[src/rtl/ysyx_24070014_mem_arbiter_pkg.sv]
// Shared definitions for the IFU/LSU memory arbiter: FSM encoding and requester IDs.
package ysyx_24070014_mem_arbiter_pkg;

  typedef enum logic [1:0] {
    ysyx_24070014_IDLE  = 2'd0,
    ysyx_24070014_ISSUE = 2'd1,
    ysyx_24070014_WAIT  = 2'd2
  } ysyx_24070014_state_e;

  // Requester IDs double as bit positions in the arbiter request/grant vectors.
  localparam logic ysyx_24070014_ID_IFU = 1'b0;
  localparam logic ysyx_24070014_ID_LSU = 1'b1;

  localparam int ysyx_24070014_WMASK_W = 4;

endpackage

[src/rtl/ysyx_24070014_rr_arbiter2.sv]
// Two-way round-robin picker: on a tie the requester not granted last wins.
// Purely combinational; a lone request is always granted.
module ysyx_24070014_rr_arbiter2
  import ysyx_24070014_mem_arbiter_pkg::*;
(
  input  logic [1:0] req,
  input  logic       last_grant,
  output logic [1:0] gnt
);

  always_comb begin
    gnt = 2'b00;
    if (req[ysyx_24070014_ID_IFU] && req[ysyx_24070014_ID_LSU]) begin
      if (last_grant == ysyx_24070014_ID_LSU) gnt[ysyx_24070014_ID_IFU] = 1'b1;
      else                                    gnt[ysyx_24070014_ID_LSU] = 1'b1;
    end else begin
      gnt = req;
    end
  end

endmodule

[src/rtl/ysyx_24070014_mem_arbiter.sv]
// Shares one memory port between IFU and LSU with a single outstanding transaction.
// Accept in IDLE, hold the latched request in ISSUE until taken, pass the response through in WAIT.
module ysyx_24070014_mem_arbiter
  import ysyx_24070014_mem_arbiter_pkg::*;
#(
  parameter int ADDR_LEN = 32,
  parameter int DATA_LEN = 32
) (
  input  logic                             clk,
  input  logic                             reset,
  input  logic                             ifu_req_valid,
  output logic                             ifu_req_ready,
  input  logic [ADDR_LEN-1:0]              ifu_addr,
  output logic                             ifu_resp_valid,
  input  logic                             lsu_req_valid,
  output logic                             lsu_req_ready,
  input  logic [ADDR_LEN-1:0]              lsu_addr,
  input  logic [ysyx_24070014_WMASK_W-1:0] lsu_wmask,
  input  logic [DATA_LEN-1:0]              lsu_wdata,
  output logic                             lsu_resp_valid,
  output logic [DATA_LEN-1:0]              resp_rdata,
  output logic                             mem_req_valid,
  input  logic                             mem_req_ready,
  output logic [ADDR_LEN-1:0]              mem_addr,
  output logic [ysyx_24070014_WMASK_W-1:0] mem_wmask,
  output logic [DATA_LEN-1:0]              mem_wdata,
  input  logic                             mem_resp_valid,
  input  logic [DATA_LEN-1:0]              mem_rdata
);

  ysyx_24070014_state_e state_q, state_d;
  logic                             owner_q, owner_d;
  logic                             last_grant_q, last_grant_d;
  logic [ADDR_LEN-1:0]              addr_q, addr_d;
  logic [ysyx_24070014_WMASK_W-1:0] wmask_q, wmask_d;
  logic [DATA_LEN-1:0]              wdata_q, wdata_d;
  logic [1:0]                       arb_req, arb_gnt;
  logic                             accept, grant_id, resp_hit;

  // Requests only reach the arbiter while idle and out of reset, so ready is never
  // raised while reset is held low.
  always_comb begin
    arb_req = 2'b00;
    if (reset && (state_q == ysyx_24070014_IDLE)) begin
      arb_req[ysyx_24070014_ID_IFU] = ifu_req_valid;
      arb_req[ysyx_24070014_ID_LSU] = lsu_req_valid;
    end
  end

  ysyx_24070014_rr_arbiter2 u_rr (
    .req        (arb_req),
    .last_grant (last_grant_q),
    .gnt        (arb_gnt)
  );

  assign accept   = |arb_gnt;
  assign grant_id = arb_gnt[ysyx_24070014_ID_LSU] ? ysyx_24070014_ID_LSU : ysyx_24070014_ID_IFU;

  always_ff @(posedge clk or negedge reset) begin
    if (!reset) begin
      state_q      <= ysyx_24070014_IDLE;
      owner_q      <= ysyx_24070014_ID_IFU;
      last_grant_q <= ysyx_24070014_ID_LSU;
      addr_q       <= '0;
      wmask_q      <= '0;
      wdata_q      <= '0;
    end else begin
      state_q      <= state_d;
      owner_q      <= owner_d;
      last_grant_q <= last_grant_d;
      addr_q       <= addr_d;
      wmask_q      <= wmask_d;
      wdata_q      <= wdata_d;
    end
  end

  always_comb begin
    state_d      = state_q;
    owner_d      = owner_q;
    last_grant_d = last_grant_q;
    addr_d       = addr_q;
    wmask_d      = wmask_q;
    wdata_d      = wdata_q;
    case (state_q)
      ysyx_24070014_IDLE: begin
        if (accept) begin
          state_d      = ysyx_24070014_ISSUE;
          owner_d      = grant_id;
          last_grant_d = grant_id;
          if (grant_id == ysyx_24070014_ID_LSU) begin
            addr_d  = lsu_addr;
            wmask_d = lsu_wmask;
            wdata_d = lsu_wdata;
          end else begin
            addr_d  = ifu_addr;
            wmask_d = '0;
            wdata_d = '0;
          end
        end
      end
      ysyx_24070014_ISSUE: if (mem_req_ready) state_d = ysyx_24070014_WAIT;
      ysyx_24070014_WAIT:  if (mem_resp_valid) state_d = ysyx_24070014_IDLE;
      default:             state_d = ysyx_24070014_IDLE;
    endcase
  end

  always_comb begin
    resp_hit       = (state_q == ysyx_24070014_WAIT) && mem_resp_valid;
    ifu_req_ready  = arb_gnt[ysyx_24070014_ID_IFU];
    lsu_req_ready  = arb_gnt[ysyx_24070014_ID_LSU];
    mem_req_valid  = (state_q == ysyx_24070014_ISSUE);
    mem_addr       = addr_q;
    mem_wmask      = wmask_q;
    mem_wdata      = wdata_q;
    ifu_resp_valid = resp_hit && (owner_q == ysyx_24070014_ID_IFU);
    lsu_resp_valid = resp_hit && (owner_q == ysyx_24070014_ID_LSU);
    resp_rdata     = resp_hit ? mem_rdata : '0;
  end

endmodule

[config.mk]
export PLATFORM = sky130hd
export DESIGN_NAME = ysyx_24070014_mem_arbiter
export DESIGN_NICKNAME = d
export VERILOG_FILES = /design/src/rtl/ysyx_24070014_mem_arbiter_pkg.sv /design/src/rtl/ysyx_24070014_rr_arbiter2.sv /design/src/rtl/ysyx_24070014_mem_arbiter.sv
export SDC_FILE = /design/constraint.sdc
export NUM_CORES = 1
export LEC_CHECK = 0
export ABC_AREA = 1
export BUFFER_PORTS_ARGS = -buffer_cell sky130_fd_sc_hd__buf_2
export CAP_MARGIN = 20
export CELL_PAD_IN_SITES_DETAIL_PLACEMENT = 0
export CELL_PAD_IN_SITES_GLOBAL_PLACEMENT = 1
export CORE_AREA = 2 2 114 116
export DETAILED_ROUTE_END_ITERATION = 7
export DIE_AREA = 0 0 116 118
export PLACE_DENSITY_LB_ADDON = 0.1
export SETUP_SLACK_MARGIN = 0.5
export SLEW_MARGIN = 0
export SYNTH_ARGS = -nofsm -noshare
export SYNTH_HDL_FRONTEND = slang
export SYNTH_HIERARCHICAL = 1
export SYNTH_SLANG_ARGS = --single-unit
[constraint.sdc]
create_clock -name clk -period 3.05 [get_ports clk]
set_clock_uncertainty 0.15 [all_clocks]
set_input_delay 0.4575 -clock clk [delete_from_list [all_inputs] [get_ports clk]]
set_output_delay 0.4575 -clock clk [all_outputs]
set_load 0.01 [all_outputs]
# Yosys cells after proc, flatten, opt, wreduce, memory -nomap -nowiden

Cells that the tools add are included.

Flip-flop bits (word level): 72
Input bits: 138
Output and inout port bits: 105
Logic and storage cells: 34

Equality and inequality tests: 5
Multiplexer cells: 13
Bitwise operators: 1
Reduce and logical (&&, ||, !) cells: 9

Operators by type and width:

| cell                                          | number |
|---|---|
| 2-to-1 mux 32 bit                             | 3 |
| 2-to-1 mux 2 bit                              | 5 |
| case mux 2 bit (3 select lines)               | 1 |
| logical AND 1 bit                             | 5 |
| 2-to-1 mux 4 bit                              | 1 |
| != test 2 bit, second input constant          | 2 |
| 2-to-1 mux 1 bit                              | 3 |
| AND reduction 3 bit                           | 1 |
| == test 2 x 1 -> 1 bit, second input constant | 1 |
| == test 2 bit, second input constant          | 1 |
| logical NOT 2 bit                             | 1 |
| != test 2 x 1 -> 1 bit, second input constant | 1 |
| AND reduction 2 bit                           | 1 |
| OR reduction 2 bit                            | 1 |
| NOT 1 bit                                     | 1 |

# Longest topological paths before layout

Gate-level depths: netlist of run 1.

Depth after elaboration: 8
Depth in mapped cells: 13

# Modules after synthesis

The synthesis of run 1 kept the hierarchy.

By module, submodules not included:

| module                    | instances | cells an instance | area each (um^2) |
|---|---|---|---|
| ysyx_24070014_mem_arbiter | 1         | 494               | 3544.6 |
| ysyx_24070014_rr_arbiter2 | 1         | 5                 | 21.3 |

# Least setup slack after synthesis of run 1

No wires, ideal clock.

Path type: reg2reg
Start: register state_q[1]
End: register addr_q[0] (netlist: mem_addr[0])
Setup time: 0.116 ns
Arrival time: 1.850 ns
Data required time: 2.784 ns
Path slack: 0.934 ns
Stages on the path, launching flop included: 14
Buffers on the path: 3
Clock period less this slack: 2.116 ns
Cells stage by stage: dfrtp_1 -> nor2_2 -> buf_4 -> nand2_1 -> nor2_1 -> inv_1 -> a21oi_1 -> buf_4 -> inv_4 -> nand2_1 -> nand2_2 -> buf_4 -> nand2_1 -> nand2_1

Cells in the longest elaborated chain, start to end: 7
Elaborated cells on any way between the ends: 9
Those cells by class: mux (4); reduce/logical (5)

Ends and longest elaborated chain:

| item                                                            | line                                                             | text |
|---|---|---|
| start: declaration                                              | ysyx_24070014_mem_arbiter.sv:31                                  | `ysyx_24070014_state_e state_q, state_d;` |
| start signal: assignment                                        | ysyx_24070014_mem_arbiter.sv:61                                  | `state_q <= ysyx_24070014_IDLE;` |
| start signal: assignment                                        | ysyx_24070014_mem_arbiter.sv:68                                  | `state_q <= state_d;` |
| logical NOT 2 bit *                                             | ysyx_24070014_mem_arbiter.sv:44                                  | `if (reset && (state_q == ysyx_24070014_IDLE)) begin` |
| logical AND 1 bit *                                             | ysyx_24070014_mem_arbiter.sv:44                                  |  |
| 2-to-1 mux 2 bit *                                              | ysyx_24070014_mem_arbiter.sv:44                                  |  |
| net arb_req[1]                                                  | ysyx_24070014_mem_arbiter.sv:37                                  | `logic [1:0] arb_req, arb_gnt;` |
| logical AND 1 bit                                               | ysyx_24070014_rr_arbiter2.sv:13                                  | `if (req[ysyx_24070014_ID_IFU] && req[ysyx_24070014_ID_LSU]) begin` |
| 2-to-1 mux 2 bit *                                              | ysyx_24070014_rr_arbiter2.sv:13                                  |  |
| net lsu_req_ready                                               | ysyx_24070014_mem_arbiter.sv:16                                  | `output logic lsu_req_ready,` |
| 2-to-1 mux 1 bit / OR reduction 2 bit (equally long branches)   | ysyx_24070014_mem_arbiter.sv:57, ysyx_24070014_mem_arbiter.sv:56 |  |
| 2-to-1 mux 32 bit / AND reduction 2 bit (equally long branches) | --                                                               |  |
| end signal: assignment                                          | ysyx_24070014_mem_arbiter.sv:71                                  | `addr_q <= addr_d;` |
| end: declaration                                                | ysyx_24070014_mem_arbiter.sv:34                                  | `logic [ADDR_LEN-1:0] addr_q, addr_d;` |

The timed path passes the listed nets; every way through them passes the cells marked *.
A chain may end at the register's enable or synchronous reset.

# Worst setup path after layout of run 1

Start: register state_q[1]
End: output lsu_req_ready

Cells in the longest elaborated chain, start to end: 5

Ends and longest elaborated chain:

| item                | line |
|---|---|
| logical NOT 2 bit * | ysyx_24070014_mem_arbiter.sv:44 |
| logical AND 1 bit * | ysyx_24070014_mem_arbiter.sv:44 |
| 2-to-1 mux 2 bit *  | ysyx_24070014_mem_arbiter.sv:44 |
| net arb_req[1]      | ysyx_24070014_mem_arbiter.sv:37 |
| logical AND 1 bit   | ysyx_24070014_rr_arbiter2.sv:13 |
| 2-to-1 mux 2 bit *  | ysyx_24070014_rr_arbiter2.sv:13 |
| end: declaration    | ysyx_24070014_mem_arbiter.sv:16 |

Marks and branches as above.

==> results of run 1 <==
## report_power, final
| part | switching (mW) | internal [mW] | total (mW) |
|---|---|---|---|
| clock network | 0.372 | 0.629 | 1.00 |
| registers | 0.230 | 1.36 | 1.59 |
| logic | 1.18 | 0.690 | 1.87 |
## logic make-up (layout without fill, tap and decap cells)
logic type / after synthesis / after routing / synth area share
simple gates: 355 / 356 / 0.3919
compound gates: 3 / 3 / 0.004209
buf+inv: 69 / 306 / 0.09824
other cells: 0 / 1 / 0
flops: 72 / 72 / 0.5056
## critical path: cells and delay by family, from the launching register on
kind / cells / cell delay [ns]
compound gates: 1 / 0.23
simple gates: 3 / 0.32
buf+inv: 3 / 0.46
flops: 1 / 0.46
## placed cells by master (no fill, tap or decap), types with 2 or more instances in the layout
master | Yosys | final
nand3_1 | 37 | 37
inv_1 | 40 | 40
nor2_4 | 1 | 3
buf_4 | 10 | 5
nor2_1 | 38 | 38
buf_12 | 0 | 2
clkbuf_16 | 0 | 10
o21ai_0 | 2 | 2
dfrtp_1 | 71 | 71
nand2_1 | 276 | 276
clkinv_2 | 0 | 3
buf_2 | 11 | 241
clkbuf_1 | 2 | 3
## per-layer routing
metal	part of all wire	wire, µm	track usage	vias up
met4	0.014	168	0.06324	0
met3	0.085	1026	0.04119	12
met2	0.50	6036	0.2946	164
met1	0.40	4808	0.1882	1706
met5	0	0	0	-
li1	-	-	-	1952
## repair_timing
item,in CTS,in global routing
cloned,0,2
hold endpoints to repair,0,0
hold buffers,0,0
gates resized for setup,2,6
pin swaps,0,1
buffers inserted,0,1
setup endpoints to repair,2,56
## final cells by class
type                            count  area, µm²  share of cell area
Clock inverter                      4      45.04            0.008625
Sequential cell                    72       1803              0.3452
Antenna cell                        1      2.502           0.0004792
Clock buffer                       12      236.5             0.04528
Timing Repair Buffer              249       1309              0.2506
Tap cell                          172      215.2             0.04121
Multi-Input combinational cell    359       1453              0.2781
Inverter                           41      158.9             0.03043
## flip-flops by register name (all words and copies together), names as in the netlist
| signal | cells |
|---|---|
| mem_addr | 32 |
| mem_wdata | 32 |
| mem_wmask | 4 |
| last_grant_q | 1 |
| state_q | 2 |
| owner_q | 1 |
## worst paths after layout
check | startpoint | end | cells after the start
max | state_q[1] | lsu_req_ready | 7
min | mem_req_ready | state_q[0] | 2
max reg2reg | state_q[1] | mem_addr[4] | 10
min reg2reg | mem_wdata[13] | mem_wdata[13] | 2
max in group asynchronous | reset | mem_wdata[20] | 2
min in group asynchronous | reset | mem_addr[31] | 2
## per-stage QoR
step | power, mW | util | setup WS, ns | cells
4_1_cts | 4.499 | 0.4156 | 0.4504 | 906
3_3_place_gp | 3.438 | 0.3921 | 0.6349 | 890
5_1_grt | 4.829 | 0.4207 | 0.4800 | 910
2_1_floorplan | 2.716 | - | 0.9336 | 499
3_5_place_dp | 3.462 | 0.3921 | 0.5785 | 890
6_report | 4.462 | 0.4207 | 0.6299 | 910
==> results_dict.tcl, run 1 <==
set metrics [dict create \
    netlist_instances 499 \
    leakage_nw 3.363 \
    yosysSeqAreaShare 0.5056 \
    synth_edf_count 0 \
    cts_sinks 72 \
    grt_pass1_wl_um 17680 \
    nets 870 \
    ioPinCount 243 \
    hp-class "in2reg" \
    grt_max_degree 73 \
    viasPerCell 4.213 \
    grt_overflow 0 \
    endpoint_kind "primary output" \
    setup_tns_ns 0 \
    synth.distinct_cells 17 \
    finalCritPeriodShare 0.7935 \
    core_area_um2 12410 \
    syn_area_um2 3566 \
    hold_viol 0 \
    cts_max_path_buffers 2 \
    timing.fmax_mhz 413.2 \
    tightestPinTransition_ns 0.9377 \
    cp.arrival_ns 1.81 \
    hold_ws_ns 0.1734 \
    synth_common_cells "nand2_1, dfrtp_1, inv_1, nor2_1, nand3_1" \
    cts_buffers 9 \
    drtIter0Drc 163 \
    antenna_found_initial 1 \
    synth.most_common_cell "nand2_1" \
    drv_slew 0 \
    synth_top_flop_cell "dfrtp_1" \
    grt.total_usage 0.1657 \
    start_util 0.2872 \
    ant_nets 0 \
    placedInstanceArea_um2 4867 \
    gp_congestion 0.7491 \
    rows 41 \
    final-setup-viol-count 0 \
    die_area_um2 13690 \
    start_kind "flip-flop" \
    syn-num-nets 637 \
    first_global_vias 3594 \
    worstSkewPairLatency_ns 0.33 \
    first_pass_iters 5 \
    path_clk_slew_ns 0.05 \
    cap_violations 0 \
    yosysWarningCount 6 \
    wl_per_cell_um 13.23 \
    h-tree-depth 3 \
    drc_errors 0 \
    timing.slew.headroom 0.3748 \
    die_w_um 116 \
    cts_tree "done" \
    path_class "reg2out" \
    path_cells "nor2_4 -> nand2_1 -> nor2_1 -> inv_1 -> a21oi_4 -> buf_12 -> buf_2" \
    synth.avg_cell_area_um2 7.146 \
    worst_path_max_delay_cell "dfrtp_1" \
    vias 3834 \
    layout_min_cycle_time_ns 2.420 \
    stdcell_area_um2 5223 \
    yosysTopAreaCellShare 0.4982 \
    power_density_nw_per_um2 854.5 \
    synthTopCellsByArea "dfrtp_1, nand2_1, nand3_1, inv_1, nor2_1" \
    io_buffers 242 \
    root_buffer "clkbuf_16" \
    async_flop_share 1.000 \
    outcome "completed" \
    fill_cells 1378 \
    yosys_register_bits 72 \
    worst_ep_required_time_ns 2.44 \
    hpwl_um 8638 \
    cpPeakStageDelay_ns 0.46 \
    rsz0062_at_grt "yes" \
    drt_wl_total_um 12040 \
    syn_to_final_growth_pct 46.46 \
    yosys.area.top_type "dfrtp_1" \
    drive_above_1_share 0.3664 \
    cp_max_fo 26 \
    ff2ff_setup_slack_ns 0.71 \
    fp.dieH_um 118 \
    ir_drop_mv 0.2930 \
]
No activity file was read; power rests on OpenSTA's default activity.
==> run 2: changes to the inputs <==
- CORE_AREA: 2 2 114 116 -> 2 2 118 120
- DIE_AREA: 0 0 116 118 -> 0 0 120 122
- clock period: 3.05 -> 2.32 ns (I/O delays scaled with it)
==> run 2 against run 1 <==
Net effect:
- die area increased by 7.0%
- clock power increased by 36%
- non-clock buffer count increased by 21
- via count increased by 1.9%
- cell count increased by 3.2%
- critical endpoint unchanged
- worst setup slack got worse by 0.34 ns
- wire length increased by 8.8%
==> results_dict.tcl, run 2 (synthesis gave the netlist of run 1 again) <==
set metrics [dict create \
    nets 893 \
    grt_pass1_wl_um 19160 \
    hold_ws_ns 0.08107 \
    start_util 0.2641 \
    leakage_nw 3.589 \
    placedInstanceArea_um2 4910 \
    path_cells "nor2_4 -> nand2_4 -> nor2_4 -> inv_2 -> a21oi_4 -> buf_12 -> buf_6" \
    worst_ep_required_time_ns 1.82 \
    setup_tns_ns 0 \
    rsz0062_at_grt "yes" \
    cp_top_family "flip-flops" \
    final_cell_mix "nand2_1, buf_2, dfrtp_1" \
    grt.total_usage 0.1695 \
    ant_nets 0 \
    hold_depth 2 \
    h-tree-depth 3 \
    cp_max_fo 2 \
    power_density_nw_per_um2 1157 \
    cts_sinks 72 \
    power_frac_comb 0.482 \
    timing.fmax_mhz 491.6 \
    tightestPinTransition_ns 0.9438 \
    crit_buf_inv 3 \
    final_common_cell "nand2_1" \
    fp.dieH_um 122 \
    finalCritPeriodShare 0.8769 \
    cap_violations 0 \
    p_switching_mw 2.673 \
    cpPeakStageDelay_ns 0.43 \
    worst_path_max_delay_cell "dfrtp_2" \
    vias 3907 \
    gp_congestion 0.7312 \
    cp.arrival_ns 1.54 \
    first_global_vias 3605 \
    layout_min_cycle_time_ns 2.034 \
    reg2reg_from "state_q[1]" \
    io_buffers 242 \
    drv_slew 0 \
    hp-class "in2reg" \
    stdcell_area_um2 5786 \
    r2r_end "mem_addr[3]" \
    root_buffer "clkbuf_16" \
    cts_max_path_buffers 2 \
    ir_drop_mv 0.4443 \
    cts_tree "done" \
    rows 43 \
    start_kind "flip-flop" \
    first_pass_iters 6 \
    grt_max_degree 73 \
    diodes 0 \
    hpwl_um 8422 \
    p_int_mw 4.018 \
    timing.final.ws_setup_ns 0.2857 \
    crit_top_cell "nor2_4" \
    grt_overflow 0 \
    worstSkewPairLatency_ns 0.33 \
    final-setup-viol-count 0 \
    die_area_um2 14640 \
    cts_hold_buf 0 \
    drt_wl_total_um 13100 \
    hold_path_end "state_q[0]" \
    reg2reg_depth 13 \
    instances_no_fill 939 \
    drive_above_1_share 0.4453 \
    drtIter0Drc 160 \
    outcome "completed" \
    p_clk_frac 0.203 \
    cts_buffers 9 \
    syn_to_final_growth_pct 62.25 \
    hold_viol 0 \
    ioPinCount 243 \
    endpoint_kind "primary output" \
    antenna_found_initial 0 \
    dp.cells 900 \
    fin_total_pwr_mw 6.691 \
    place_ws_ns 0.07942 \
    path_class "reg2out" \
    drc_errors 0 \
    timing.slew.headroom 0.3708 \
    viasPerCell 4.161 \
    core_area_um2 13500 \
    path_clk_slew_ns 0.06 \
    finish.utilization 0.4284 \
    seq_power_share 0.315 \
    ff2ff_setup_slack_ns 0.29 \
    die_w_um 120 \
    sw_frac_of_total 0.3995 \
    wl_per_cell_um 13.95 \
    min_from "mem_req_ready" \
]
[run 2: changes by cell type in the layout (fill, tap and decap cells not counted), sizes merged]
| cell | previous run | this run |
|---|---|---|
| buf | 248 | 265 |
| bufbuf | 0 | 1 |
| diode | 1 | 0 |
| clkbuf | 13 | 15 |
| nand2 | 277 | 279 |
[run 2: area by class of cell]
cell class,count,area (µm²)
Timing Repair Buffer,270,1674
Fill cell,1424,7719
Tap cell,180,225.2
Sequential cell,72,1804
Clock buffer,11,242.7
Inverter,41,158.9
Clock inverter,4,45.04
Multi-Input combinational cell,361,1635
[run 2: worst max-delay path by stage]
stage	depth (start not counted)	slack [ns]	startpoint	end
2_1_floorplan	13	0.39	state_q[1]	mem_addr[0]
3_3_place_gp	9	0.20	state_q[1]	mem_addr[20]
3_5_place_dp	9	0.08	state_q[1]	mem_addr[0]
4_1_cts	13	0.33	state_q[1]	mem_wdata[6]
5_1_grt	13	0.22	state_q[0]	mem_wdata[8]
6_report	7	0.29	state_q[1]	lsu_req_ready
[run 2: layer usage]
metal  up-vias  track usage  routed length, µm
met1      1755       0.2111               5673
met3        10      0.04728                896
met4         0      0.05441                158
li1       2001            -                  -
met2       141       0.2848               6372
met5         -            0                  0
[run 2: timing repair]
action,4_1_cts,5_1_grt
gates cloned,5,6
buffers inserted,12,1
setup endpoints to repair,105,108
endpoints found under the hold margin,0,0
resized for setup,27,46
pin swaps,3,6
[run 2: worst reg2reg max path: cells and delay by family (launching register included)]
kind                   cells  cell delay, ns
AND/OR/NAND/NOR            7            0.61
AO/OA/AOI/OAI              1            0.16
buffers and inverters      5            0.56
flip-flops                 1            0.43
[run 2: power by group through the flow]
stage	clock, mW	combinational, mW	sequential, mW
2_1_floorplan	0	1.32	2.30
3_3_place_gp	0	2.46	2.07
3_5_place_dp	0	2.49	2.08
4_1_cts	1.40	2.92	2.07
5_1_grt	1.45	3.59	2.17
6_report	1.36	3.23	2.11
==> run 3: changes to the inputs <==
- HOLD_SLACK_MARGIN: not set -> 0.1
==> run 3 against run 2 <==
Net effect:
- cell count is 2.6% higher
- non-clock buffer count is 23 higher
- die area stayed put
- register-to-register slack hardly changed
- clock-buffer cell count stayed put
- largest cell class is now buffers
- largest power group unchanged
==> results_dict.tcl, run 3 (synthesis gave the netlist of run 1 again) <==
set metrics [dict create \
    outcome "completed" \
    hold_viol 0 \
    grt_pass1_wl_um 19430 \
    hp-class "in2reg" \
    finalCritPeriodShare 0.8763 \
    placedInstanceArea_um2 4910 \
    root_buffer "clkbuf_16" \
    grt.total_usage 0.1715 \
    start_kind "flip-flop" \
    die_area_um2 14640 \
    syn_to_final_growth_pct 69.89 \
    final_cell_mix "buf_2, nand2_1, dfrtp_1" \
    die_w_um 120 \
    timing.fmax_mhz 491.9 \
    start_util 0.2641 \
    nets 916 \
    grt_overflow 0 \
    vias 4006 \
    drc_errors 0 \
    drv_slew 0 \
    cp.arrival_ns 1.53 \
    cp_top_family "flip-flops" \
    worst_ep_required_time_ns 1.82 \
    ant_nets 0 \
    layout_min_cycle_time_ns 2.033 \
    dp.cells 900 \
    drt_wl_total_um 13300 \
    viasPerCell 4.160 \
    rows 43 \
    drtIter0Drc 178 \
    worst_path_max_delay_cell "dfrtp_2" \
    grt_max_degree 73 \
    path_cells "nor2_4 -> nand2_4 -> nor2_4 -> inv_2 -> a21oi_4 -> buf_12 -> buf_6" \
    cpPeakStageDelay_ns 0.43 \
    hold_ws_ns 0.1056 \
    cts_sinks 72 \
    first_pass_iters 6 \
    worstSkewPairLatency_ns 0.33 \
    fp.dieH_um 122 \
    setup_tns_ns 0 \
    endpoint_kind "primary output" \
    crit_top_cell "nor2_4" \
    rsz0062_at_grt "yes" \
    path_class "reg2out" \
    cts_max_path_buffers 2 \
    ioPinCount 243 \
    stdcell_area_um2 6058 \
    instances_no_fill 963 \
    cp_max_fo 2 \
    wl_per_cell_um 13.81 \
    crit_buf_inv 3 \
    leakage_nw 3.698 \
    power_density_nw_per_um2 1120 \
    final-setup-viol-count 0 \
    cts_buffers 9 \
    ir_drop_mv 0.4413 \
    hpwl_um 8422 \
    cts_tree "done" \
    gp_congestion 0.7312 \
    final-seq-area_um2 1804 \
    io_buffers 242 \
    fill_cells 1400 \
    drive_above_1_share 0.4425 \
    core_area_um2 13500 \
    tightestPinTransition_ns 0.9442 \
    first_global_vias 3707 \
    fin_total_pwr_mw 6.788 \
    timing.slew.headroom 0.3705 \
    antenna_found_initial 1 \
    h-tree-depth 3 \
    path_clk_slew_ns 0.06 \
    cap_violations 0 \
    multi_input_area_um2 1675 \
    final_common_cell "buf_2" \
]
## run 3: changes by cell type in the layout (fill, tap and decap cells not counted)
| cell | delta |
|---|---|
| nand2_1 | -8 |
| dlygate4sd3_1 | +23 |
| diode_2 | +1 |
| nand2_2 | +4 |
| nand2_4 | +4 |
## run 3: tightest hold or removal path, cell delays in order
cell and delay, ns:
buf_2 0.07, nand3_1 0.06, nand2_1 0.07
## run 3: power by group
group          leakage (nW)  internal, mW  total [mW]  switching (mW)
registers             0.917          1.79        2.12           0.334
clock network         0.145         0.850        1.36           0.508
logic                  2.64          1.43        3.31            1.88
## run 3: per-layer routing
metal / up-vias / GRT usage / share of wire
met5: - / 0 / 0
met4: 0 / 0.05368 / 0.015
met3: 12 / 0.04541 / 0.066
met2: 147 / 0.2915 / 0.49
met1: 1799 / 0.2127 / 0.43
li1: 2048 / - / -
## run 3: repair_timing
action,4_1_cts,5_1_grt
setup buffers,12,1
hold buffers,23,0
gates cloned,5,6
resized for setup,27,58
pin swaps,3,7
hold endpoints to repair,23,0
endpoints found under the setup margin,105,108
## run 3: metrics by stage
step                worst slack, ns  utilization
floorplan                    0.3859            -
global placement             0.1976       0.3636
detailed placement          0.07942       0.3636
CTS                          0.3269       0.4256
global route                 0.2243       0.4486
finish                       0.2871       0.4486
## run 3: path summary, 6_finish.rpt
check                                 to  cells past startpoint  slack (ns)          start
max                        lsu_req_ready                      7        0.29     state_q[1]
min                        mem_wdata[22]                      3        0.11  lsu_wdata[22]
max reg2reg                  mem_addr[3]                     13        0.30     state_q[1]
min reg2reg                 mem_wdata[7]                      2        0.31   mem_wdata[7]
max in group asynchronous     state_q[1]                      2        1.23          reset
min in group asynchronous   mem_addr[22]                      2        0.15          reset
## run 3: layout make-up
type | count | area share
multi-input combinational | 361 | 0.2765
inverter | 41 | 0.02623
clock buffer | 11 | 0.04007
tap | 180 | 0.03717
clock inverter | 4 | 0.007435
sequential | 72 | 0.2978
antenna | 1 | 0.0004131
timing repair buffer | 293 | 0.3143
